### src/rtl/shift_seq_ctrl.sv
// Two-requester controller for a shared N-bit bidirectional serial shift register.
// Optional macro SHIFT_SEQ_CTRL_RR_EN selects round-robin arbitration (default: fixed priority, requester 0 first).
module shift_seq_ctrl #(
    parameter int unsigned N = 4
) (
    input  logic         clk,
    input  logic         rst,
    input  logic [1:0]   req,
    input  logic         dir0,
    input  logic         dir1,
    input  logic [N-1:0] wdata0,
    input  logic [N-1:0] wdata1,
    output logic [1:0]   gnt,
    output logic         busy,
    output logic         done,
    output logic         done_id,
    output logic [N-1:0] rdata,
    output logic         sr_data,
    output logic         sr_mode,
    output logic         sr_en,
    input  logic         sr_q
);

    localparam int unsigned CW = $clog2(N);

    localparam logic [1:0] S_IDLE  = 2'd0;
    localparam logic [1:0] S_SHIFT = 2'd1;
    localparam logic [1:0] S_DONE  = 2'd2;

    logic [1:0]    r_state, w_state_nxt;
    logic [CW-1:0] r_cnt, w_cnt_nxt;
    logic [N-1:0]  r_buf, w_buf_nxt;
    logic [N-1:0]  r_cap, w_cap_nxt;
    logic [N-1:0]  r_rdata, w_rdata_nxt;
    logic [1:0]    r_gnt, w_gnt_nxt;
    logic          r_busy, r_done, w_done_nxt;
    logic          r_done_id, w_done_id_nxt;
    logic          r_owner, w_owner_nxt;
    logic          r_mode, w_mode_nxt;
    logic          r_data, w_data_nxt;
    logic          r_en, w_en_nxt;

    logic          w_win;
    logic          w_wdir;
    logic [N-1:0]  w_word;
    logic [N-1:0]  w_cap_sh;

`ifdef SHIFT_SEQ_CTRL_RR_EN
    // r_ptr is the last granted requester; on contention the other one wins
    logic r_ptr;

    assign w_win = (req == 2'b11) ? ~r_ptr : req[1];

    always_ff @(posedge clk or negedge rst) begin
        if (!rst) begin
            r_ptr <= 1'b1;
        end else if (r_state == S_IDLE && |req) begin
            r_ptr <= w_win;
        end
    end
`else
    assign w_win = ~req[0];
`endif

    assign w_word   = w_win ? wdata1 : wdata0;
    assign w_wdir   = w_win ? dir1 : dir0;
    // Shifted-out bit enters from the end opposite to where it leaves the register
    assign w_cap_sh = r_mode ? {sr_q, r_cap[N-1:1]} : {r_cap[N-2:0], sr_q};

    // State register and all output/datapath flops
    always_ff @(posedge clk or negedge rst) begin
        if (!rst) begin
            r_state   <= S_IDLE;
            r_cnt     <= '0;
            r_buf     <= '0;
            r_cap     <= '0;
            r_rdata   <= '0;
            r_gnt     <= '0;
            r_busy    <= 1'b0;
            r_done    <= 1'b0;
            r_done_id <= 1'b0;
            r_owner   <= 1'b0;
            r_mode    <= 1'b0;
            r_data    <= 1'b0;
            r_en      <= 1'b0;
        end else begin
            r_state   <= w_state_nxt;
            r_cnt     <= w_cnt_nxt;
            r_buf     <= w_buf_nxt;
            r_cap     <= w_cap_nxt;
            r_rdata   <= w_rdata_nxt;
            r_gnt     <= w_gnt_nxt;
            r_busy    <= (w_state_nxt != S_IDLE);
            r_done    <= w_done_nxt;
            r_done_id <= w_done_id_nxt;
            r_owner   <= w_owner_nxt;
            r_mode    <= w_mode_nxt;
            r_data    <= w_data_nxt;
            r_en      <= w_en_nxt;
        end
    end

    // Next-state and next-output logic; outputs are computed one cycle ahead
    always_comb begin
        w_state_nxt   = r_state;
        w_cnt_nxt     = r_cnt;
        w_buf_nxt     = r_buf;
        w_cap_nxt     = r_cap;
        w_rdata_nxt   = r_rdata;
        w_gnt_nxt     = 2'b00;
        w_done_nxt    = 1'b0;
        w_done_id_nxt = r_done_id;
        w_owner_nxt   = r_owner;
        w_mode_nxt    = r_mode;
        w_data_nxt    = 1'b0;
        w_en_nxt      = 1'b0;

        case (r_state)
            S_IDLE: begin
                if (|req) begin
                    w_state_nxt = S_SHIFT;
                    w_cnt_nxt   = '0;
                    w_owner_nxt = w_win;
                    w_mode_nxt  = w_wdir;
                    w_gnt_nxt   = w_win ? 2'b10 : 2'b01;
                    w_en_nxt    = 1'b1;
                    w_data_nxt  = w_wdir ? w_word[0] : w_word[N-1];
                    w_buf_nxt   = w_wdir ? {1'b0, w_word[N-1:1]} : {w_word[N-2:0], 1'b0};
                end
            end
            S_SHIFT: begin
                w_cap_nxt = w_cap_sh;
                if (r_cnt == CW'(N - 1)) begin
                    w_state_nxt   = S_DONE;
                    w_done_nxt    = 1'b1;
                    w_rdata_nxt   = w_cap_sh;
                    w_done_id_nxt = r_owner;
                end else begin
                    w_cnt_nxt  = r_cnt + CW'(1);
                    w_en_nxt   = 1'b1;
                    w_data_nxt = r_mode ? r_buf[0] : r_buf[N-1];
                    w_buf_nxt  = r_mode ? {1'b0, r_buf[N-1:1]} : {r_buf[N-2:0], 1'b0};
                end
            end
            S_DONE: begin
                w_state_nxt = S_IDLE;
            end
            default: begin
                w_state_nxt = S_IDLE;
            end
        endcase
    end

    assign gnt     = r_gnt;
    assign busy    = r_busy;
    assign done    = r_done;
    assign done_id = r_done_id;
    assign rdata   = r_rdata;
    assign sr_data = r_data;
    assign sr_mode = r_mode;
    assign sr_en   = r_en;

endmodule

### config.mk
export PLATFORM = sky130hd
export DESIGN_NAME = shift_seq_ctrl
export DESIGN_NICKNAME = d
export VERILOG_FILES = /design/src/rtl/shift_seq_ctrl.sv
export SDC_FILE = /design/constraint.sdc
export NUM_CORES = 1
export LEC_CHECK = 0
export ABC_AREA = 1
export CAP_MARGIN = 10
export CELL_PAD_IN_SITES_DETAIL_PLACEMENT = 0
export CELL_PAD_IN_SITES_GLOBAL_PLACEMENT = 1
export CORE_MARGIN = 2
export CORE_UTILIZATION = 38
export CTS_BUF_LIST = sky130_fd_sc_hd__clkbuf_4
export CTS_CLUSTER_SIZE = 8
export DETAILED_ROUTE_END_ITERATION = 8
export GPL_ROUTABILITY_DRIVEN = 0
export PLACE_DENSITY_LB_ADDON = 0.1
export SLEW_MARGIN = 15
export SYNTH_ARGS = -nofsm -noshare
export SYNTH_HDL_FRONTEND = slang
export SYNTH_SLANG_ARGS = --single-unit
### constraint.sdc
create_clock -name clk -period 1.75 [get_ports clk]
set_input_delay 0.35 -clock clk [delete_from_list [all_inputs] [get_ports clk]]
set_output_delay 0.35 -clock clk [all_outputs]
set_load 0.005 [all_outputs]
==> results of run 1 <==
-- registers in the layout (all words and copies together), names as in the netlist --
register	cells
sr_data	1
sr_mode	1
r_owner	1
sr_en	1
busy	1
r_state	2
rdata	4
r_cap	4
r_buf	4
gnt	2
r_cnt	2
done_id	1
done	1
-- power groups by stage --
stage               logic (uW)  clock network (uW)  registers, uW
floorplan                  784                   0            967
global placement          1190                   0            966
detailed placement        1200                   0            980
CTS                       1210                 278            966
global route              1360                 303            994
finish                    1190                 275            961
-- per-stage QoR --
step	utilization	hold slack [ns]	cells	power, uW
final	0.4910	0.3798	238	2423
after global routing	0.4910	0.3980	238	2654
after CTS	0.4910	0.3906	238	2451
after detailed placement	0.4819	0.4656	234	2184
after global placement	0.4819	0.4668	234	2156
after floorplan	-	0.05441	162	1752
-- synth_stat cells --
cell                      number  area, um2
sky130_fd_sc_hd__nand2_1      56      210.2
sky130_fd_sc_hd__dfrtp_1      25      625.6
sky130_fd_sc_hd__inv_1        21      78.83
sky130_fd_sc_hd__o21ai_0      14      70.07
sky130_fd_sc_hd__nor2_1       13      48.80
sky130_fd_sc_hd__a21oi_1       5      25.02
sky130_fd_sc_hd__nand3_1       4      20.02
sky130_fd_sc_hd__o21ai_1       4      20.02
sky130_fd_sc_hd__a21oi_2       3      26.28
sky130_fd_sc_hd__buf_6         2      22.52
sky130_fd_sc_hd__ha_1          2      25.02
sky130_fd_sc_hd__inv_4         2      12.51
sky130_fd_sc_hd__nand2_4       2      22.52
sky130_fd_sc_hd__nand4_1       2      12.51
sky130_fd_sc_hd__nor2_2        2      12.51
sky130_fd_sc_hd__buf_4         1      7.510
sky130_fd_sc_hd__inv_2         1      3.750
sky130_fd_sc_hd__mux2i_1       1      10.01
sky130_fd_sc_hd__nor2_4        1      11.26
sky130_fd_sc_hd__o21a_1        1      7.510
-- logic make-up (layout without fill, tap and decap cells) --
kind of cell / after synthesis / in the layout / synth area share
compound gates: 27 / 27 / 0.1170
fa+ha+maj: 2 / 2 / 0.01966
buf+inv: 27 / 57 / 0.09833
flops: 25 / 25 / 0.4916
mux: 1 / 1 / 0.007867
simple gates: 80 / 80 / 0.2655
-- final timing paths --
kind,from,to
setup / recovery,sr_mode,sr_mode
hold / removal,rst,rdata[3]
setup reg to reg,r_cnt[0],r_buf[0]
hold reg to reg,r_cap[3],r_cap[3]
max in group asynchronous,rst,r_buf[3]
min in group clk,r_cap[3],r_cap[3]
-- routing by layer --
layer  GRT usage  vias to the layer above  part of all wire
met5           0                        -                 0
met2      0.2451                       24              0.47
met3     0.02277                        2             0.044
met4     0.05167                        0             0.011
met1      0.1941                      471              0.47
li1            -                      556                 -
-- layout make-up --
cell class	instances	area, um2
Clock buffer	4	30.03
Inverter	24	95.09
Multi-Input combinational cell	110	521.8
Fill cell	352	1672
Tap cell	46	57.56
Sequential cell	25	625.6
Timing Repair Buffer	29	282.8
==> PnR_summary.wiki, run 1 <==
{| class="wikitable"
! Metric !! Value
|-
| Status || finished clean
|-
| Initial standard-cell utilization of the core || 0.3874
|-
| Maximum number of pins on one net before global-route repair || 26
|-
| Vias in the first global route || 993
|-
| CTS tree || built
|-
| Peak VDD IR || 529.0 uV
|-
| Unrepaired setup endpoints after global routing || no
|-
| Die X || 61.87 um
|-
| Number of buffers added by the clock tree synthesis step || 3
|-
| Number of port buffers || 26
|-
| Pin slew with the least headroom to its limit || 0.3899 ns
|-
| Fraction of power spent switching nets || 0.3974
|-
| Crit path arrival time || 1.19 ns
|-
| Delay of the slowest critical-path stage || 0.50 ns
|-
| First drt pass iteration count || 4
|-
| Top-level port count || 27
|-
| Final critical delay including setup and external delays || 1.538 ns
|-
| Type of the setup path with the least slack || flop to output pin
|-
| Antenna violations before repair || 0
|-
| Clock sink count || 25
|-
| Number of standard cells after synthesis || 162
|-
| Count of yosys warnings during synthesis || 0
|-
| Leakage power figure || 0.0007929 uW
|-
| Worst clock skew || 0.001020 ns
|-
| Via count || 1053
|-
| Number of nets in the layout || 210
|-
| Combined global-route utilization of all metal layers || 0.1471
|-
| Count of different cell masters after synthesis || 20
|-
| Clk Tree Root Cell || sky130_fd_sc_hd__clkbuf_4
|-
| Combinational fraction of design power || 0.490
|-
| DP Wirelength || 1955 um
|-
| Maximum buffer depth of the clock tree || 2
|-
| Max Transition Viols Final || 0
|-
| Core area || 3284 um2
|-
| Largest delay contributor family on the critical path || buffers and inverters
|-
| Fmax || 650.2 MHz
|-
| Cell area power density || 1503 nW/um2
|-
| Seq/Total Area, Yosys || 0.4916
|-
| Post-detailed-route DRC marker count || 0
|-
| Critical Path End Type || output pin
|-
| Num rows || 21
|-
| Accumulated negative setup slack || 0 ns
|-
| Total wirelength of the detailed-routed design || 2507 um
|-
| Syn Nets || 179
|-
| First-pass GRT wire length || 4153 um
|-
| Crit path cell chain || clkdlybuf4s50_1
|-
| Portion of the clock cycle consumed by the worst path in the final layout || 0.8789
|-
| Worst R2R Setup Slack || 0.42 ns
|-
| Seq pwr share || 0.396
|-
| Number of endpoints failing setup at the final stage || 0
|-
| PnR worst setup slack || 0.2120 ns
|-
| Net switching component of the power || 963.1 uW
|-
| Post-DR wirelength/cell || 10.53 um
|-
| Stages on worst setup path || 1
|-
| Design Area, Final || 1613 um2
|-
| Number of vias per cell || 4.424
|-
| Most common library cell in the layout ignoring fill and taps || sky130_fd_sc_hd__nand2_1
|-
| Required time at the worst-slack endpoint || 1.40 ns
|-
| CTS Hold Bufs || 0
|-
| Number of DRC violations after detailed-routing iteration 0 || 38
|-
| Reg2Reg Depth || 6
|-
| Kind of path behind the tightest hold check || primary input to async pin
|-
| CP startpoint kind || flop
|-
| Max Cap Violations || 0
|-
| Placement Setup Slack || 0.05894 ns
|-
| CTS resizes || 0
|-
| Internal cell power || 1460 uW
|-
| Clock edge transition at the registers on the reported setup and hold paths || 0.14 ns
|-
| Part of the power in the clock network || 0.113
|-
| Top library cells by usage in the layout, fill and taps aside || 56 x sky130_fd_sc_hd__nand2_1, 26 x sky130_fd_sc_hd__clkdlybuf4s50_1, 25 x sky130_fd_sc_hd__dfrtp_1, 21 x sky130_fd_sc_hd__inv_1, 14 x sky130_fd_sc_hd__o21ai_0
|-
| P&R area growth vs syn || 26.75%
|-
| DRT antenna net count || 0
|-
| Number of post-CTS setup repair buffers || 0
|-
| Sum of overflow across all layers after global routing || 0
|-
| Cell with the biggest individual delay on the critical path || sky130_fd_sc_hd__clkdlybuf4s50_1
|-
| #FFs+latches synth || 25
|-
| Final Hold Viols || 0
|-
| Clock latency of the later-clocked register in the worst-skew pair || 0.31 ns
|-
| Diodes inserted || 0
|-
| Buf/Inv on CP || 1
|-
| Headroom to the max-slew limit || 0.7383
|-
| Total cell area at the placement stage || 1583 um2
|-
| Fraction of final layout cells sized beyond drive strength 1 || 0.09375
|-
| Synthesized cell area || 1272 um2
|-
| Die span in y || 61.87 um
|-
| Number of H-tree levels || 1
|-
| Critical Path Fanout Max || 2
|-
| Average footprint of a synthesized cell || 7.855 um2
|-
| Die ar. || 3827 um2
|}
No activity file was read; power rests on OpenSTA's default activity.
==> inputs of run 2 (changes only) <==
==> constraint.sdc (replaced) <==
create_clock -name clk -period 1.6 [get_ports clk]
set_input_delay 0.32 -clock clk [delete_from_list [all_inputs] [get_ports clk]]
set_output_delay 0.32 -clock clk [all_outputs]
set_load 0.005 [all_outputs]
==> run 2 against run 1 <==
  * Flip-flop and latch count unchanged
  * Clock skew increased by 0.0043 ns
  * Worst setup slack worse by 0.15 ns
  * Final area is 1.3% higher
  * Critical path depth is the same
  * Hold slack worse by 0.057 ns
  * Clock-buffer cell count fell by 1
  * Non-clock buffer count increased by 3
  * Sequential share of layout area is 0.43 points lower
  * Largest cell class unchanged
  * Routed wire length increased by 1.2%
  * Highest routed layer unchanged
  * Register-to-register slack lost 0.14 ns
  * Combinational power grew 13%
  * Critical path type unchanged
==> PnR_summary.wiki, run 2 (synthesis results as in run 1) <==
{| class="wikitable"
! Metric !! Value
|-
| Status || finished clean
|-
| Number of endpoints failing setup at the final stage || 0
|-
| Total chip power || 2693 uW
|-
| CTS Hold Bufs || 0
|-
| Crit path arrival time || 1.21 ns
|-
| DRT antenna net count || 0
|-
| Number of vias per cell || 4.432
|-
| Crit. Startpoint || sr_mode
|-
| Unrepaired setup endpoints after global routing || no
|-
| Stages on worst setup path || 1
|-
| Num rows || 21
|-
| Type of the setup path with the least slack || flop to output pin
|-
| Sum of overflow across all layers after global routing || 0
|-
| First-pass GRT wire length || 4043 um
|-
| Cell area power density || 1648 nW/um2
|-
| Fmax || 652.2 MHz
|-
| Fraction of power spent switching nets || 0.3997
|-
| Clock latency of the later-clocked register in the worst-skew pair || 0.33 ns
|-
| Seq pwr share || 0.390
|-
| CTS tree || built
|-
| Kind of path behind the tightest hold check || primary input to async pin
|-
| Reg2Reg Depth || 7
|-
| Fill cells || 337
|-
| Total wirelength of the detailed-routed design || 2537 um
|-
| Number of buffers added by the clock tree synthesis step || 3
|-
| Placement Setup Slack || 0.04600 ns
|-
| Die span in y || 61.87 um
|-
| PnR worst setup slack || 0.06662 ns
|-
| Maximum number of pins on one net before global-route repair || 26
|-
| Maximum buffer depth of the clock tree || 2
|-
| Via count || 1068
|-
| Number of H-tree levels || 1
|-
| Headroom to the max-slew limit || 0.7862
|-
| Portion of the clock cycle consumed by the worst path in the final layout || 0.9584
|-
| Clock edge transition at the registers on the reported setup and hold paths || 0.15 ns
|-
| Number of nets in the layout || 213
|-
| Max Cap Violations || 0
|-
| Max Transition Viols Final || 0
|-
| Final Hold Viols || 0
|-
| Part of the power in the clock network || 0.112
|-
| Crit path cell chain || clkdlybuf4s50_1
|-
| Critical Path End Type || output pin
|-
| Most common library cell in the layout ignoring fill and taps || sky130_fd_sc_hd__nand2_1
|-
| P&R area growth vs syn || 28.42%
|-
| Initial standard-cell utilization of the core || 0.3874
|-
| Top-level port count || 27
|-
| Clock sink count || 25
|-
| Buf/Inv on CP || 1
|-
| Required time at the worst-slack endpoint || 1.28 ns
|-
| Final critical delay including setup and external delays || 1.533 ns
|-
| CP startpoint kind || flop
|-
| Number of port buffers || 26
|-
| Leakage power figure || 0.0008049 uW
|-
| Diodes inserted || 0
|-
| Worst R2R Setup Slack || 0.28 ns
|-
| Core area || 3284 um2
|-
| Die ar. || 3827 um2
|-
| Worst clock skew || 0.005361 ns
|-
| Delay of the slowest critical-path stage || 0.49 ns
|-
| Peak VDD IR || 569.8 uV
|-
| Antenna violations before repair || 0
|-
| Clk Tree Root Cell || sky130_fd_sc_hd__clkbuf_4
|-
| First drt pass iteration count || 6
|-
| Pin slew with the least headroom to its limit || 0.3173 ns
|-
| Post-detailed-route DRC marker count || 0
|-
| Post-DR wirelength/cell || 10.53 um
|-
| Number of DRC violations after detailed-routing iteration 0 || 42
|-
| Die X || 61.87 um
|-
| Accumulated negative setup slack || 0 ns
|-
| Design Area, Final || 1634 um2
|-
| Combined global-route utilization of all metal layers || 0.1472
|-
| Total cell area at the placement stage || 1598 um2
|-
| Combinational fraction of design power || 0.498
|-
| Fraction of final layout cells sized beyond drive strength 1 || 0.1128
|-
| Reg2reg start || sr_mode
|-
| End of the critical path || sr_mode
|-
| Final worst hold slack || 0.3228 ns
|-
| Critical Path Fanout Max || 2
|-
| Cell with the biggest individual delay on the critical path || sky130_fd_sc_hd__clkdlybuf4s50_1
|-
| Top library cells by usage in the layout, fill and taps aside || 56 x sky130_fd_sc_hd__nand2_1, 26 x sky130_fd_sc_hd__clkdlybuf4s50_1, 24 x sky130_fd_sc_hd__dfrtp_1, 21 x sky130_fd_sc_hd__inv_1, 14 x sky130_fd_sc_hd__o21ai_0
|-
| Largest delay contributor family on the critical path || buffers and inverters
|-
| Terminus of the critical flop-to-flop path || r_buf[2]
|-
| DP Wirelength || 1986 um
|-
| Internal cell power || 1616 uW
|-
| Vias in the first global route || 979
|-
| Net switching component of the power || 1076 uW
|}
==> run 2: cell count changes in the layout (fill, tap and decap cells not counted), sizes merged <==
cell / change
clkinv: +1
clkbuf: -1
buf: +3
==> run 2: power by group through the flow <==
stage	clock, uW	sequential, uW	combinational [uW]
after floorplan	0	1060	858
after global placement	0	1070	1310
after detailed placement	0	1090	1320
after CTS	303	1060	1370
after global routing	332	1090	1540
final	301	1050	1340
==> run 2: stage by stage <==
step,util,cells
after floorplan,-,162
after global placement,0.4865,236
after detailed placement,0.4865,236
after CTS,0.4975,241
after global routing,0.4975,241
final,0.4975,241
==> run 2: repair_timing <==
| action | 4_1_cts | 5_1_grt |
|---|---|---|
| endpoints found under the setup margin | 1 | 0 |
| resized for setup | 1 | 0 |
| setup buffers | 1 | 0 |
==> run 2: metal layers <==
| metal | share of wire | global-route usage | up-vias |
|---|---|---|---|
| met2 | 0.47 | 0.2617 | 27 |
| met4 | 0.022 | 0.07295 | 0 |
| met5 | 0 | 0 | - |
| li1 | - | - | 569 |
| met1 | 0.47 | 0.1701 | 467 |
| met3 | 0.039 | 0.02484 | 5 |
==> run 2: how the worst min path moves through the flow <==
stage,start,depth (start not counted),to
6_report,rst,2,r_cap[0]
3_3_place_gp,r_cap[3],2,r_cap[3]
2_1_floorplan,rst,0,busy
4_1_cts,rst,2,rdata[1]
5_1_grt,rst,2,rdata[3]
3_5_place_dp,r_cap[3],2,r_cap[3]
==> run 2: final cells by class <==
class | count | area, um2 | area share
tap | 46 | 57.56 | 0.03522
clock buffer | 3 | 22.52 | 0.01378
multi-input combinational | 110 | 521.8 | 0.3193
sequential | 25 | 626.9 | 0.3836
clock inverter | 1 | 5.005 | 0.003063
timing repair buffer | 32 | 305.3 | 0.1868
inverter | 24 | 95.09 | 0.05819
